===== src/rtl/sb_trans_scheduler.sv =====
// sb_trans_scheduler: arbitrates LT/AT sideband requests, issues one transaction at a time with timeout and inter-transaction gap
module sb_trans_scheduler #(
  parameter int TIMEOUT_CYCLES = 255,
  parameter int GAP_CYCLES     = 2
) (
  input  logic       sb_clk,
  input  logic       rst,
  input  logic       lt_req,
  input  logic       at_cmd_req,
  input  logic       at_rsp_req,
  input  logic       disconnected_s,
  input  logic       trans_sent,
  output logic [2:0] trans_sel,
  output logic       lt_ack,
  output logic       at_cmd_ack,
  output logic       at_rsp_ack,
  output logic       busy,
  output logic       timeout_err
);
  typedef enum logic [1:0] {DISC, IDLE, WAIT, GAP} state_t;
  localparam logic [9:0] W_LAST = 10'(TIMEOUT_CYCLES - 1);
  localparam logic [3:0] G_LAST = 4'(GAP_CYCLES - 1);
  state_t     r_state;
  logic [9:0] r_wcnt;
  logic [3:0] r_gcnt;
  logic [2:0] r_grant;
  logic       r_ptr;
  logic       w_any;
  logic [2:0] w_pick;
  // r_ptr=1 favours at_rsp_req when both AT requests are pending
  always_comb begin
    w_any  = lt_req | at_cmd_req | at_rsp_req;
    w_pick = lt_req ? 3'd4 :
             (at_cmd_req && at_rsp_req) ? (r_ptr ? 3'd3 : 3'd2) :
             at_rsp_req ? 3'd3 :
             at_cmd_req ? 3'd2 : 3'd0;
  end
  always_ff @(posedge sb_clk) begin
    if (rst) begin
      r_state     <= DISC;
      r_wcnt      <= '0;
      r_gcnt      <= '0;
      r_grant     <= '0;
      r_ptr       <= 1'b1;
      trans_sel   <= '0;
      lt_ack      <= 1'b0;
      at_cmd_ack  <= 1'b0;
      at_rsp_ack  <= 1'b0;
      busy        <= 1'b0;
      timeout_err <= 1'b0;
    end else begin
      trans_sel   <= '0;
      lt_ack      <= 1'b0;
      at_cmd_ack  <= 1'b0;
      at_rsp_ack  <= 1'b0;
      timeout_err <= 1'b0;
      if (disconnected_s) begin
        r_state <= DISC;
        busy    <= 1'b0;
      end else begin
        case (r_state)
          DISC: begin
            r_state <= IDLE;
            busy    <= 1'b0;
          end
          IDLE: if (w_any) begin
            trans_sel <= w_pick;
            r_grant   <= w_pick;
            r_wcnt    <= '0;
            r_state   <= WAIT;
            busy      <= 1'b1;
          end
          WAIT: if (trans_sent) begin
            lt_ack     <= r_grant == 3'd4;
            at_cmd_ack <= r_grant == 3'd2;
            at_rsp_ack <= r_grant == 3'd3;
            if (r_grant != 3'd4) r_ptr <= r_grant == 3'd2;
            r_gcnt     <= '0;
            r_state    <= GAP;
          end else if (r_wcnt == W_LAST) begin
            timeout_err <= 1'b1;
            r_gcnt      <= '0;
            r_state     <= GAP;
          end else if (r_wcnt != '1) begin
            r_wcnt <= r_wcnt + 10'd1;
          end
          GAP: if (r_gcnt == G_LAST) begin
            r_state <= IDLE;
            busy    <= 1'b0;
          end else if (r_gcnt != '1) begin
            r_gcnt <= r_gcnt + 4'd1;
          end
          default: r_state <= DISC;
        endcase
      end
    end
  end
endmodule


===== config.mk =====
export PLATFORM = sky130hd
export DESIGN_NAME = sb_trans_scheduler
export DESIGN_NICKNAME = d
export VERILOG_FILES = /design/src/rtl/sb_trans_scheduler.sv
export SDC_FILE = /design/constraint.sdc
export NUM_CORES = 1
export LEC_CHECK = 0
export ABC_AREA = 1
export BUFFER_PORTS_ARGS = -buffer_cell sky130_fd_sc_hd__clkbuf_2
export CORE_ASPECT_RATIO = 0.5
export CORE_MARGIN = 2
export CORE_UTILIZATION = 52
export CTS_CLUSTER_SIZE = 28
export DETAILED_ROUTE_END_ITERATION = 6
export PLACE_DENSITY_LB_ADDON = 0.25
export SYNTH_ARGS = -nofsm -noshare
export SYNTH_HDL_FRONTEND = slang
export SYNTH_SLANG_ARGS = --single-unit

===== constraint.sdc =====
create_clock -name sb_clk -period 1.65 [get_ports sb_clk]
set_clock_uncertainty 0.05 [all_clocks]
set_input_delay 0.0825 -clock sb_clk [delete_from_list [all_inputs] [get_ports sb_clk]]
set_output_delay 0.0825 -clock sb_clk [all_outputs]
set_load 0.05 [all_outputs]

==> results of run 1 <==
[routing by layer]
layer / vias up / global-route usage / part of all wire
met2: 41 / 0.407 / 0.50
li1: 762 / - / -
met3: 6 / 0.0582 / 0.055
met4: 0 / 0.0407 / 0.019
met1: 700 / 0.236 / 0.42
met5: - / 0 / 0
[metrics by stage]
step	hold WS [ps]	utilization	TNS [ps]
after global routing	57.7	0.710	-327
after detailed placement	284	0.621	-13.0
after global placement	283	0.621	0
after CTS	45.0	0.654	-20.1
after floorplan	149	-	0
final	43.5	0.710	0
[cells in the mapped netlist]
cell,count,area share
nand2_1,48,0.12
inv_1,34,0.083
nor2_1,30,0.073
dfxtp_1,28,0.36
nand3_1,18,0.059
a21oi_1,15,0.049
ha_1,9,0.073
o21ai_0,9,0.029
nand2_2,3,0.012
nand4_1,3,0.012
nor3_1,3,0.0098
xor2_1,3,0.017
a21oi_2,2,0.011
nand3_2,2,0.013
nor2_4,2,0.015
o211ai_1,2,0.0098
or2_2,2,0.0081
buf_4,1,0.0049
buf_6,1,0.0073
clkbuf_1,1,0.0024
nand3b_2,1,0.0073
nor2_2,1,0.0041
nor4_1,1,0.0041
o21bai_1,1,0.0049
o22ai_1,1,0.0041
xnor2_1,1,0.0057
[cell families after synthesis]
logic type / count (synthesis)
AOI/OAI and AO/OA: 30
and+or+nand+nor: 114
buffers and inverters: 37
xor gates and xnor gates: 4
adders and majority gates: 9
DFF: 28
[repair_timing]
| action | 4_1_cts | 5_1_grt |
|---|---|---|
| hold buffers | 1 | 0 |
| resized for setup | 3 | 32 |
| endpoints found under the setup margin | 2 | 14 |
| cloned | 0 | 1 |
| hold endpoints to repair | 2 | 0 |
| setup buffers | 0 | 3 |
| pin swaps | 2 | 11 |
[flip-flops by register name, indices dropped and copies added (netlist names)]
register and flops:
timeout_err 1, r_ptr 1, at_rsp_ack 1, r_state 2
at_cmd_ack 1, trans_sel 3, r_gcnt 4, r_wcnt 10
r_grant 3, busy 1, lt_ack 1
[power by group through the flow]
stage	Combinational, mW	Clock, mW	Sequential, mW
after CTS	0.129	0.559	0.695
after detailed placement	0.124	0	0.710
final	0.160	0.562	0.695
after global routing	0.177	0.589	0.697
after global placement	0.121	0	0.710
after floorplan	0.0788	0	0.718
[layout make-up]
class / instances / share of cell area
tap: 37 / 0.0242
timing repair buffer: 24 / 0.0829
multi-input combinational: 158 / 0.493
clock buffer: 3 / 0.0215
clock inverter: 1 / 0.0157
inverter: 34 / 0.0666
sequential: 28 / 0.296
[worst reg2reg max path, delay by kind of cell, from the launching register on]
kind	cells	cell delay, ps
AND/OR/NAND/NOR	5	390
flip-flops	1	340
buffers and inverters	4	280
adder cells (fa/ha/maj)	1	240
AO/OA/AOI/OAI	1	230
[worst paths after layout]
check	from	endpoint	slack, ps
max reg2reg	r_state[0]$_SDFFE_PP0P_	r_wcnt[3]$_SDFFE_PP0P_	10
min	at_rsp_req	trans_sel[0]$_SDFF_PP0_	40
max	r_state[0]$_SDFFE_PP0P_	r_wcnt[3]$_SDFFE_PP0P_	10
min reg2reg	busy$_SDFFE_PP0P_	busy$_SDFFE_PP0P_	400
==> flow_metrics.env, run 1 <==
export IMPL_outcome="completed"
export IMPL_cp_num_cells=11
export IMPL_post_drt_wl_per_cell_um=13.0
export IMPL_ioPinCount=15
export IMPL_p_int_mw=1.07
export IMPL_syn_area_per_cell_um2=6.93
export IMPL_crit_family="simple AND/OR/NAND/NOR gates"
export IMPL_drt_iter0_markers=66
export IMPL_cp_arrival_ps=1770
export IMPL_drive_gt1_frac=0.266
export IMPL_drv_slew=0
export IMPL_critPathCaptureType="flip-flop"
export IMPL_synthMuxAreaShare=0
export IMPL_worst_slack_ps=10.5
export IMPL_synth_seq_cells=28
export IMPL_worstPathRequired_ps=1780
export IMPL_grt_use_total=0.212
export IMPL_cpMaxStageDelayCell="dfxtp_2"
export IMPL_cts_buffer_depth=2
export IMPL_max_cap_violations=0
export IMPL_cellPowerDensity_nw_per_um2=739
export IMPL_fin_area_um2=1920
export IMPL_cts_sinks=28
export IMPL_multiInputGateArea_um2=945
export IMPL_tritoncts="yes"
export IMPL_drt_pass1_iterations=4
export IMPL_synth_fa_ha_area_frac=0.0732
export IMPL_cts_buffers_inserted=3
export IMPL_synthXorXnorAreaFrac=0.0228
export IMPL_max_freq_mhz=610
export IMPL_period_share=0.994
export IMPL_layout_commonest_cell="nand2_1"
export IMPL_cp_start_kind="flip-flop"
export IMPL_dp_cells=276
export IMPL_holdPathStages=3
export IMPL_yosysSeqAreaShare=0.364
export IMPL_power_frac_seq=0.491
export IMPL_setup_viol=0
export IMPL_finalWirelength_mm=3.70
export IMPL_path_class="flip-flop to flip-flop"
export IMPL_avgViaCountPerCell=5.29
export IMPL_pwr_share_comb=0.113
export IMPL_yosys_area_share_simple=0.334
export IMPL_io_buffers=14
export IMPL_rows=13
export IMPL_root_buffer="clkbuf_8"
export IMPL_layout_common_cells="nand2_1, inv_1, nor2_1"
export IMPL_grt_first_pass_wirelength_mm=5.61
export IMPL_place_worst_setup_slack_ps=-13.0
export IMPL_grt_max_degree=17
export IMPL_p_sw_frac=0.243
export IMPL_num_vias=1509
export IMPL_syn_inst=222
export IMPL_place_area_um2=1680
export IMPL_synth_top_family_by_area="simple AND/OR/NAND/NOR gates"
export IMPL_grt_ovfl_total=0
export IMPL_ys_warnings_count=0
export IMPL_start_util=0.570
export IMPL_synth_cell_types=26
export IMPL_grt_pass1_vias=1390
export IMPL_clk_latency_ps=290
export IMPL_rr_worst_depth=11
export IMPL_p_switching_mw=0.344
export IMPL_min_period_ps=1640
export IMPL_syn_to_final_growth_pct=24.6
export IMPL_final_antenna_net_count=0
export IMPL_antenna_found_initial=0
export IMPL_cts_clk_slew_worst_paths_ps=100
export IMPL_h_tree_depth=1
export IMPL_dieArea_um2=3440
export IMPL_power_mw=1.42
export IMPL_final_cells=285
export IMPL_fp_dieH_um=42.5
export IMPL_fillCellCount=219
export IMPL_gp_congestion=0.843
export IMPL_place_hpwl_mm=2.45
export IMPL_ir_drop_v=0.000517
export IMPL_cpPeakStageDelay_ps=340
export IMPL_cp_cell_sequence="inv_2 -> ha_4 -> nor2_4 -> nand2_1 -> inv_1 -> nand2_1 -> inv_2 -> buf_4 -> nand3_2 -> o21ai_0 -> nor2_1"
export IMPL_die_w_um=80.9
export IMPL_synth_compound_area_frac=0.108
export IMPL_netlist_area_um2=1540
export IMPL_synthesis_nets=238
export IMPL_drc_errors=0
export IMPL_nets=265
export IMPL_pwr_share_clk=0.396
export IMPL_hold_path_class="input port to flip-flop"
export IMPL_core_area_um2=2700
export IMPL_tightest_slew_ps=308
export IMPL_p_leak_nw=0.803
export IMPL_regArea_um2=568
export IMPL_maxSlewHeadroom=0.794
export IMPL_cp_num_buf_inv=4
export IMPL_final_hold_viol_count=0
export IMPL_num_antenna_cells=0
export IMPL_cp_max_fo=5
No activity file was read; power rests on OpenSTA's default activity.
==> run 2: changes to the inputs <==
HOLD_SLACK_MARGIN = 0.05   (was unset)
==> flow_metrics.env, run 2 (synthesized netlist as in run 1, its figures left out) <==
export IMPL_outcome="completed"
export IMPL_layout_common_cells="nand2_1, inv_1, nor2_1"
export IMPL_drc_errors=0
export IMPL_rows=13
export IMPL_num_antenna_cells=0
export IMPL_fin_area_um2=1930
export IMPL_p_leak_nw=0.807
export IMPL_grt_ovfl_total=0
export IMPL_ir_drop_v=0.000519
export IMPL_grt_pass1_vias=1390
export IMPL_layout_commonest_cell="nand2_1"
export IMPL_fp_dieH_um=42.5
export IMPL_nets=266
export IMPL_grt_first_pass_wirelength_mm=5.61
export IMPL_post_drt_wl_per_cell_um=12.8
export IMPL_tritoncts="yes"
export IMPL_num_vias=1537
export IMPL_cp_arrival_ps=1730
export IMPL_cts_sinks=28
export IMPL_antenna_found_initial=0
export IMPL_avgViaCountPerCell=5.37
export IMPL_cp_max_fo=5
export IMPL_fin_tns_setup_ps=0
export IMPL_max_cap_violations=0
export IMPL_root_buffer="clkbuf_8"
export IMPL_start_util=0.570
export IMPL_path_class="flip-flop to flip-flop"
export IMPL_final_hold_viol_count=0
export IMPL_h_tree_depth=1
export IMPL_reg_top3="r_wcnt (10), r_gcnt (4)"
export IMPL_dieArea_um2=3440
export IMPL_fillCellCount=216
export IMPL_syn_to_final_growth_pct=25.2
export IMPL_core_area_um2=2700
export IMPL_cts_clk_slew_worst_paths_ps=100
export IMPL_place_hpwl_mm=2.45
export IMPL_grt_use_total=0.212
export IMPL_cts_buffer_depth=2
export IMPL_drt_iter0_markers=53
export IMPL_final_core_util=0.714
export IMPL_drive_gt1_frac=0.265
export IMPL_worstPathRequired_ps=1770
export IMPL_rr_worst_depth=10
export IMPL_maxSlewHeadroom=0.793
export IMPL_place_area_um2=1680
export IMPL_critPathCaptureType="flip-flop"
export IMPL_io_buffers=14
export IMPL_final_cells=286
export IMPL_largest_reg_flops=10
export IMPL_period_share=0.978
export IMPL_setup_viol=0
export IMPL_min_period_ps=1610
export IMPL_cts_buffers_inserted=3
export IMPL_max_freq_mhz=620
export IMPL_finalWirelength_mm=3.67
export IMPL_holdPathStages=3
export IMPL_drt_pass1_iterations=4
export IMPL_gp_congestion=0.843
export IMPL_power_mw=1.41
export IMPL_die_w_um=80.9
export IMPL_grt_max_degree=17
export IMPL_clk_latency_ps=280
export IMPL_regMostFlops="r_wcnt"
export IMPL_dp_cells=276
export IMPL_ioPinCount=15
export IMPL_cp_start_kind="flip-flop"
export IMPL_drv_slew=0
export IMPL_final_antenna_net_count=0
export IMPL_tightest_slew_ps=311
export IMPL_hold_path_class="input port to flip-flop"
export IMPL_cellPowerDensity_nw_per_um2=733
## run 2: path summary, 6_finish.rpt
path              slack (ps)              startpoint                       to
hold / removal            50              at_rsp_req  trans_sel[0]$_SDFF_PP0_
setup reg to reg          40  r_wcnt[0]$_SDFFE_PP0P_   r_wcnt[6]$_SDFFE_PP0P_
setup / recovery          40  r_wcnt[0]$_SDFFE_PP0P_   r_wcnt[6]$_SDFFE_PP0P_
hold reg to reg          400       busy$_SDFFE_PP0P_        busy$_SDFFE_PP0P_
## run 2: report_power, final
group | total [mW] | switching, mW | internal [mW]
combinational | 0.161 | 0.0994 | 0.0620
sequential | 0.695 | 0.00920 | 0.686
clock | 0.556 | 0.230 | 0.326
## run 2: stage by stage
stage / hold slack [ps] / worst slack [ps]
2_1_floorplan: 149 / 20.2
3_3_place_gp: 283 / 46.9
3_5_place_dp: 284 / -13.0
4_1_cts: 54.0 / -15.2
5_1_grt: 61.7 / -53.9
6_report: 49.8 / 36.9
## run 2: cell type report
cell class / instances / area, um2 / share of cell area
Sequential cell: 28 / 568 / 0.295
Tap cell: 37 / 46.3 / 0.0240
Multi-Input combinational cell: 158 / 945 / 0.490
Clock buffer: 3 / 41.3 / 0.0214
Clock inverter: 1 / 30.0 / 0.0156
Inverter: 34 / 128 / 0.0662
Timing Repair Buffer: 25 / 169 / 0.0877
## run 2: repair_timing
action | 4_1_cts | 5_1_grt
setup endpoints to repair | 2 | 14
setup buffers | 0 | 3
pin swaps | 2 | 11
gates cloned | 0 | 1
endpoints found under the hold margin | 3 | 0
hold buffers | 2 | 0
resized for setup | 3 | 32
## run 2: routing by layer
metal / part of all wire / GRT usage
met4: 0.0087 / 0.0407
met5: 0 / 0
met1: 0.42 / 0.236
met2: 0.50 / 0.407
met3: 0.064 / 0.0582
## run 2: critical path, stage by stage, from the launching register on
cell and delay (ps):
dfxtp_2 350, inv_2 70, ha_2 180, inv_1 50, nor2_1 120, nand3_1 170
nor2_2 190, nor2_4 70, buf_6 130, nand2_1 70, a21oi_2 50
